<file path="config.mk">
export PLATFORM = sky130hd
export DESIGN_NAME = drum_divider_seq
export DESIGN_NICKNAME = d
export VERILOG_FILES = /design/src/rtl/drum_divider_seq.sv
export SDC_FILE = /design/constraint.sdc
export NUM_CORES = 1
export LEC_CHECK = 0
export CORE_ASPECT_RATIO = 0.8
export CORE_MARGIN = 2
export CORE_UTILIZATION = 35
export CTS_BUF_LIST = sky130_fd_sc_hd__clkbuf_2
export DETAILED_ROUTE_END_ITERATION = 8
export HOLD_SLACK_MARGIN = 0.1
export PLACE_DENSITY_LB_ADDON = 0.3
export SLEW_MARGIN = 20
export SYNTH_ARGS = -nofsm -noshare
export SYNTH_HDL_FRONTEND = slang
export SYNTH_SLANG_ARGS = --single-unit
</file>
<file path="constraint.sdc">
create_clock -name clk -period 5.6 [get_ports clk]
set_clock_uncertainty 0.1 [all_clocks]
set_input_delay 0.84 -clock clk [delete_from_list [all_inputs] [get_ports clk]]
set_output_delay 0.84 -clock clk [all_outputs]
set_load 0.01 [all_outputs]
</file>
<file path="src/rtl/drum_divider_seq.sv">
`default_nettype none
// ============================================================================
// Module      : drum_divider_seq
// Description : Sequential approximate unsigned divider (DRUM style). Both
//               operands are cut to K-bit mantissas with leading-one detect,
//               top-K truncation and a forced LSB. The mantissas go through a
//               radix-2 restoring division, and the quotient is rescaled by
//               the exponent difference. Valid/ready on input and output.
// Revision    : 1.0 - initial release
// ============================================================================
module drum_divider_seq #(
    parameter int N = 16,
    parameter int K = 6
) (
    input  logic         clk,
    input  logic         rst_n,
    input  logic         in_valid,
    output logic         in_ready,
    input  logic [N-1:0] a,
    input  logic [N-1:0] b,
    output logic         out_valid,
    input  logic         out_ready,
    output logic [N-1:0] q,
    output logic         div_by_zero
);

    localparam int c_LW = $clog2(N);          // leading-one position / exponent width
    localparam int c_SW = c_LW + 2;           // signed rescale amount width
    localparam int c_CW = $clog2(2 * K) + 1;  // division step counter width
    localparam int c_QW = 2 * K + N;          // headroom for the left shift

    typedef enum logic [2:0] {
        S_IDLE  = 3'd0,
        S_NORM  = 3'd1,
        S_DIV   = 3'd2,
        S_SHIFT = 3'd3,
        S_DONE  = 3'd4
    } state_t;

    state_t            r_state;
    logic [N-1:0]      r_a;
    logic [N-1:0]      r_b;
    logic [2*K-1:0]    r_d;
    logic [K-1:0]      r_rem;
    logic [2*K-1:0]    r_qf;
    logic [K-1:0]      r_mb;
    logic [c_LW-1:0]   r_ea;
    logic [c_LW-1:0]   r_eb;
    logic [c_CW-1:0]   r_cnt;

    logic [c_LW-1:0]   w_k1;
    logic [c_LW-1:0]   w_k2;
    logic [c_LW-1:0]   w_ea;
    logic [c_LW-1:0]   w_eb;
    logic [K-3:0]      w_ta;
    logic [K-3:0]      w_tb;
    logic [K-1:0]      w_ma;
    logic [K-1:0]      w_mb;
    logic [K:0]        w_rp;
    logic              w_ge;
    logic [K-1:0]      w_rn;
    logic [c_SW-1:0]   w_s;
    logic [c_SW-1:0]   w_mag;
    logic [c_QW-1:0]   w_left;
    logic [2*K-1:0]    w_right;
    logic              w_sat;
    logic [N-1:0]      w_qres;

    // Position of the most significant set bit (0 for an all-zero operand).
    function automatic logic [c_LW-1:0] lod(input logic [N-1:0] x);
        lod = '0;
        for (int i = 0; i < N; i++) begin
            if (x[i]) begin
                lod = c_LW'(i);
            end
        end
    endfunction

    // Mantissa/exponent extraction, one division step and the final rescale.
    always_comb begin
        w_k1 = lod(r_a);
        w_k2 = lod(r_b);

        // Interior bits sit just below the leading one; the LSB is forced high
        // so that dropping the low-order bits is unbiased on average.
        if (w_k1 > c_LW'(K - 1)) begin
            w_ea = w_k1 - c_LW'(K - 1);
            w_ta = (K-2)'(r_a >> (w_k1 - c_LW'(K - 2)));
            w_ma = {1'b1, w_ta, 1'b1};
        end else begin
            w_ea = '0;
            w_ta = '0;
            w_ma = r_a[K-1:0];
        end

        if (w_k2 > c_LW'(K - 1)) begin
            w_eb = w_k2 - c_LW'(K - 1);
            w_tb = (K-2)'(r_b >> (w_k2 - c_LW'(K - 2)));
            w_mb = {1'b1, w_tb, 1'b1};
        end else begin
            w_eb = '0;
            w_tb = '0;
            w_mb = r_b[K-1:0];
        end

        // Remainder stays below mb (< 2^K), so K bits hold it and the
        // shifted-in partial remainder needs only K+1 bits.
        w_rp = {r_rem, r_d[2*K-1]};
        w_ge = (w_rp >= {1'b0, r_mb});
        w_rn = w_ge ? K'(w_rp - {1'b0, r_mb}) : w_rp[K-1:0];

        // s = ea - eb - K in two's complement; shift by its magnitude.
        w_s     = c_SW'(r_ea) - c_SW'(r_eb) - c_SW'(K);
        w_mag   = w_s[c_SW-1] ? (~w_s + c_SW'(1)) : w_s;
        w_left  = c_QW'(r_qf) << w_mag;
        w_right = r_qf >> w_mag;
        w_sat   = |w_left[c_QW-1:N];
        if (w_s[c_SW-1]) begin
            w_qres = N'(w_right);
        end else if (w_sat) begin
            w_qres = '1;
        end else begin
            w_qres = w_left[N-1:0];
        end
    end

    // Control FSM with registered handshake and result outputs.
    always_ff @(posedge clk or negedge rst_n) begin
        if (!rst_n) begin
            r_state     <= S_IDLE;
            r_a         <= '0;
            r_b         <= '0;
            r_d         <= '0;
            r_rem       <= '0;
            r_qf        <= '0;
            r_mb        <= '0;
            r_ea        <= '0;
            r_eb        <= '0;
            r_cnt       <= '0;
            in_ready    <= 1'b1;
            out_valid   <= 1'b0;
            q           <= '0;
            div_by_zero <= 1'b0;
        end else begin
            case (r_state)
                S_IDLE: begin
                    if (in_valid) begin
                        in_ready <= 1'b0;
                        if (b == '0) begin
                            q           <= '1;
                            div_by_zero <= 1'b1;
                            out_valid   <= 1'b1;
                            r_state     <= S_DONE;
                        end else begin
                            r_a     <= a;
                            r_b     <= b;
                            r_state <= S_NORM;
                        end
                    end
                end
                S_NORM: begin
                    r_d     <= {w_ma, K'(0)};
                    r_rem   <= '0;
                    r_qf    <= '0;
                    r_mb    <= w_mb;
                    r_ea    <= w_ea;
                    r_eb    <= w_eb;
                    r_cnt   <= '0;
                    r_state <= S_DIV;
                end
                S_DIV: begin
                    r_d   <= {r_d[2*K-2:0], 1'b0};
                    r_rem <= w_rn;
                    r_qf  <= {r_qf[2*K-2:0], w_ge};
                    r_cnt <= r_cnt + c_CW'(1);
                    if (r_cnt == c_CW'(2 * K - 1)) begin
                        r_state <= S_SHIFT;
                    end
                end
                S_SHIFT: begin
                    q           <= w_qres;
                    div_by_zero <= 1'b0;
                    out_valid   <= 1'b1;
                    r_state     <= S_DONE;
                end
                S_DONE: begin
                    if (out_ready) begin
                        out_valid <= 1'b0;
                        in_ready  <= 1'b1;
                        r_state   <= S_IDLE;
                    end
                end
                default: begin
                    r_state   <= S_IDLE;
                    in_ready  <= 1'b1;
                    out_valid <= 1'b0;
                end
            endcase
        end
    end

endmodule
`default_nettype wire

</file>
==> results of run 1 <==
cell usage after synthesis (all sizes together), types with 18 or more instances:
master	instances	area share [%]
a21oi	50	3.6
a31oi	26	2.4
inv	36	1.9
mux2	52	8.0
nor3	18	1.2
nor2	73	3.8
dfrtp	96	33
clkbuf	39	2.0
nand3	23	1.6
nand2	81	4.2
mux2i	45	6.2
ha	20	3.4
o21ai	66	4.5
path summary, 6_finish.rpt:
check,start,endpoint,slack [ps],depth (start not counted)
max,r_ea[0]$_DFFE_PN0P_,q[8]$_DFFE_PN0P_,440,16
min,rst_n,q[6]$_DFFE_PN0P_,160,1
max reg2reg,r_ea[0]$_DFFE_PN0P_,q[8]$_DFFE_PN0P_,440,16
min reg2reg,r_cnt[4]$_DFFE_PN0P_,r_cnt[4]$_DFFE_PN0P_,410,1
max in group asynchronous,rst_n,r_b[1]$_DFFE_PN0P_,4290,2
min in group clk,r_cnt[4]$_DFFE_PN0P_,r_cnt[4]$_DFFE_PN0P_,410,1
registers in the layout (all words and copies together), names as in the netlist:
name,cells
r_ea,4
out_valid,1
r_rem,6
r_qf,12
q,16
r_d,6
r_a,16
in_ready,1
div_by_zero,1
r_state,3
r_mb,6
r_b,16
r_eb,4
r_cnt,5
layer usage:
layer,up-vias,share of wire (%),GRT usage [%]
met5,-,0,0
met4,0,1.1,3.59
met3,15,6.0,4.20
met2,201,42,25.0
met1,3140,51,28.7
li1,3192,-,-
per-stage QoR:
| step | setup slack (ps) | instances | utilization [%] | area [um2] |
|---|---|---|---|---|
| floorplan | 1170 | 843 | - | 7290 |
| global placement | 581 | 1129 | 39.2 | 8070 |
| detailed placement | 401 | 1129 | 39.2 | 8070 |
| CTS | 356 | 1145 | 39.8 | 8200 |
| global route | 35.3 | 1147 | 39.9 | 8220 |
| finish | 443 | 1147 | 39.9 | 8220 |
cells by family after synthesis:
family | Yosys count
buffers and inverters | 87
xor gates and xnor gates | 11
muxes | 101
and+or+nand+nor | 269
DFF | 97
AOI/OAI and AO/OA | 256
adders and majority gates | 22
final cells by class:
type,instances,area (um2),share of cell area (%)
multi-input cells,660,4540,55.3
flip-flops and latches,97,2430,29.6
repair buffers,68,643,7.83
well taps,269,337,4.10
inverters,36,135,1.64
clock inverters,6,76.3,0.929
clock buffers,10,50.0,0.609
diodes,1,2.50,0.0305
==> impl_metrics.env, run 1 <==
export IMPL_status="finished clean"
export IMPL_hp_class="input port to async pin"
export IMPL_pin_count=55
export IMPL_synth_adder_area_share_pct=3.98
export IMPL_synthDistinctLibCells=72
export IMPL_cts_buffers=9
export IMPL_drv_cap=0
export IMPL_fmax_mhz=194
export IMPL_syn_area_per_cell_um2=8.64
export IMPL_wl_per_cell_um=16.9
export IMPL_nNetsFinal=930
export IMPL_die_y_um=133
export IMPL_syn_inst=843
export IMPL_fin_crit_ps=5160
export IMPL_synth_top_family_by_area="compound AO/OA/AOI/OAI gates"
export IMPL_antenna_found_initial=1
export IMPL_end_kind="register"
export IMPL_slew_viol_final=0
export IMPL_core_um2=20600
export IMPL_cts_resized_gates=0
export IMPL_fin_setup_tns_ps=0
export IMPL_crit_family="compound AO/OA/AOI/OAI gates"
export IMPL_clock_sinks=97
export IMPL_drt_iter0_drc=619
export IMPL_holdWs_ps=161
export IMPL_mostFrequentLayoutCells="dfrtp_1 (96), nand2_1 (81), nor2_1 (72), o21ai_0 (63), clkdlybuf4s50_1 (53)"
export IMPL_postCtsSetupBuffers=0
export IMPL_crit_fanout=16
export IMPL_crit_buf_inv=3
export IMPL_final_common_cell="dfrtp_1"
export IMPL_cts_max_level=3
export IMPL_synth_warning_count=0
export IMPL_layout_drive_gt1_share_pct=12.2
export IMPL_ant_nets=0
export IMPL_routed_wl_um=19400
export IMPL_grt_max_degree=70
export IMPL_setup_viol=0
export IMPL_slew_headroom_pct=30.9
export IMPL_post_route_period_util_pct=92.1
export IMPL_fillers=2051
export IMPL_grt_pass1_wl_um=32100
export IMPL_crit_chain="inv_1, ha_1, inv_1, fa_1, xor2_1, ha_1, nor4_1, nor4_4, a31oi_1, a21oi_4, mux2i_1, mux2_2, a221o_1, o31ai_4, buf_4, a31oi_1"
export IMPL_netlist_area_um2=7290
export IMPL_synthFlopType="dfrtp_1"
export IMPL_dieArea_um2=22000
export IMPL_vias_per_cell=5.71
export IMPL_synth_compound_area_share_pct=23.4
export IMPL_num_vias=6548
export IMPL_dp_hpwl_um=14300
export IMPL_synth_xor_area_share_pct=1.32
export IMPL_cts_root_buf="clkbuf_2"
export IMPL_drc_errors=0
export IMPL_clkTransAtPathRegs_ps=300
export IMPL_tightest_slew_ps=1030
export IMPL_clock_path_buffers=2
export IMPL_grt_setup_unrepaired="no"
export IMPL_grt_usage_pct=18.2
export IMPL_required_ps=5970
export IMPL_synth_simple_area_share_pct=17.8
export IMPL_holdBufCountCts=0
export IMPL_slowest_stage="xor2_1"
export IMPL_overflow=0
export IMPL_firstDrtPassIters=5
export IMPL_syn2layout_area_growth_pct=12.7
export IMPL_cp_start_kind="register"
export IMPL_cts_tree="yes"
export IMPL_slowest_delay_ps=500
export IMPL_ys_seq_area_share_pct=33.3
export IMPL_ys_ff_latch=97
export IMPL_synthArstFlopShare_pct=100
export IMPL_critPathKind="register to register"
export IMPL_syn_nets=901
export IMPL_io_buffer_count=54
export IMPL_grt_pass1_vias=5936
export IMPL_arrival_ps=5520
export IMPL_hold_violations=0
export IMPL_fp_dieW_um=165
export IMPL_num_rows=47
export IMPL_gp_congestion=0.925
export IMPL_synth_edf_count=0
export IMPL_clkLatencyLatePin_ps=630
export IMPL_synth_area_mux_share_pct=15.5
export IMPL_initial_core_util_pct=35.4
Power of run 1 is left out: the tool's default activity adds up to more than one toggle a clock period on the data nets, which glitch-free logic cannot reach.
==> run 2, diff against run 1 <==
--- a/config.mk
+++ b/config.mk
@@ -13,4 +13,5 @@
 export HOLD_SLACK_MARGIN = 0.1
 export PLACE_DENSITY_LB_ADDON = 0.3
+export SKIP_CTS_REPAIR_TIMING = 1
 export SLEW_MARGIN = 20
 export SYNTH_ARGS = -nofsm -noshare
==> constraint.sdc (replaced) <==
create_clock -name clk -period 5.6 [get_ports clk]
set_clock_uncertainty 0.1 [all_clocks]
set_input_delay 1.12 -clock clk [delete_from_list [all_inputs] [get_ports clk]]
set_output_delay 1.12 -clock clk [all_outputs]
set_load 0.01 [all_outputs]
==> impl_metrics.env, run 2 (synthesis results as in run 1) <==
export IMPL_syn2layout_area_growth_pct=12.6
export IMPL_core_um2=20600
export IMPL_crit_start="r_ea[0]$_DFFE_PN0P_"
export IMPL_finalInstanceArea_um2=8210
export IMPL_wl_per_cell_um=17.0
export IMPL_grt_usage_pct=18.4
export IMPL_drc_errors=0
export IMPL_post_place_ws_ps=478
export IMPL_overflow=0
export IMPL_layout_drive_gt1_share_pct=12.2
export IMPL_nNetsFinal=931
export IMPL_worst_slack_ps=521
export IMPL_cts_root_buf="clkbuf_2"
export IMPL_fin_crit_ps=5080
export IMPL_num_vias=6615
export IMPL_post_route_period_util_pct=90.7
export IMPL_clkLatencyLatePin_ps=670
export IMPL_grt_pass1_vias=6220
export IMPL_pin_count=55
export IMPL_clkTransAtPathRegs_ps=320
export IMPL_cp_endpoint="q[12]$_DFFE_PN0P_"
export IMPL_critPathKind="register to register"
export IMPL_final_common_cell="dfrtp_1"
export IMPL_routed_wl_um=19500
export IMPL_end_kind="register"
export IMPL_r2r_start="r_ea[0]$_DFFE_PN0P_"
export IMPL_slowest_stage="xor2_1"
export IMPL_hp_class="input port to async pin"
export IMPL_num_rows=47
export IMPL_antenna_found_initial=1
export IMPL_utilization_pct=39.9
export IMPL_tightest_slew_ps=989
export IMPL_required_ps=6030
export IMPL_r2r_cells=16
export IMPL_dp_hpwl_um=14200
export IMPL_hold_violations=0
export IMPL_status="finished clean"
export IMPL_ant_nets=0
export IMPL_io_buffer_count=54
export IMPL_setup_viol=0
export IMPL_slowest_delay_ps=470
export IMPL_slew_headroom_pct=33.8
export IMPL_crit_family="compound AO/OA/AOI/OAI gates"
export IMPL_cp_start_kind="register"
export IMPL_clock_path_buffers=2
export IMPL_crit_buf_inv=3
export IMPL_r2r_end="q[12]$_DFFE_PN0P_"
export IMPL_drt_iter0_drc=608
export IMPL_grt_setup_unrepaired="no"
export IMPL_die_y_um=133
export IMPL_mostFrequentLayoutCells="dfrtp_1 (96), nand2_1 (81), nor2_1 (72), o21ai_0 (63), clkdlybuf4s50_1 (53)"
export IMPL_firstDrtPassIters=6
export IMPL_slew_viol_final=0
export IMPL_worstSetupPathDepth=16
export IMPL_crit_chain="inv_1, ha_1, inv_1, fa_1, xor2_1, ha_1, nor4_1, nor4_4, a31oi_1, a21oi_4, mux2i_1, mux2_2, a221o_1, o31ai_4, buf_4, a31oi_1"
export IMPL_grt_max_degree=63
export IMPL_gp_congestion=1.01
export IMPL_cts_tree="yes"
export IMPL_cts_buffers=9
export IMPL_place_area_um2=8080
export IMPL_arrival_ps=5500
export IMPL_dieArea_um2=22000
export IMPL_fp_dieW_um=165
export IMPL_reg2reg_slack_ps=520
export IMPL_fmax_mhz=197
export IMPL_grt_pass1_wl_um=32500
export IMPL_fin_setup_tns_ps=0
export IMPL_vias_per_cell=5.76
export IMPL_initial_core_util_pct=35.4
export IMPL_crit_fanout=16
export IMPL_drv_cap=0
export IMPL_clock_sinks=97
export IMPL_cts_max_level=3
export IMPL_top_regs="q: 16 flops, r_a: 16 flops, r_b: 16 flops"
## run 2: cell count changes in the layout (fill, tap and decap cells not counted)
| cell | change |
|---|---|
| clkinv_1 | +1 |
| clkinvlp_4 | -1 |
| bufinv_16 | -1 |
| clkinv_8 | +1 |
| inv_8 | -1 |
| clkinv_4 | +2 |
| clkbuf_2 | -1 |
| buf_4 | +1 |
## run 2: per-layer routing
layer	GRT usage [%]	vias to the layer above	routed length, um
met2	26.2	219	8280
met3	4.33	16	1320
met4	3.93	0	187
met1	28.0	3190	9670
li1	-	3190	-
met5	0	-	0
## run 2: how the worst min path moves through the flow
stage	startpoint	slack, ps	end
finish	rst_n	400	q[6]$_DFFE_PN0P_
floorplan	r_ea[2]$_DFFE_PN0P_	360	r_ea[2]$_DFFE_PN0P_
global route	rst_n	410	q[5]$_DFFE_PN0P_
global placement	r_ea[2]$_DFFE_PN0P_	380	r_ea[2]$_DFFE_PN0P_
detailed placement	r_ea[2]$_DFFE_PN0P_	380	r_ea[2]$_DFFE_PN0P_
CTS	rst_n	400	q[6]$_DFFE_PN0P_
## run 2: layout make-up
class,count,area (um2)
fill,2054,12400
multi-input combinational,660,4540
sequential,97,2430
timing repair buffer,69,651
tap,269,337
inverter,36,135
clock inverter,7,65.1
clock buffer,9,45.0
antenna,1,2.50
## run 2: metrics by stage
stage                     hold WS [ps]  instances
after CTS                          399       1146
after detailed placement           383       1130
after floorplan                    356        843
after global placement             383       1130
after global routing               406       1148
final                              395       1148
Power of run 2 is left out for the same reason.
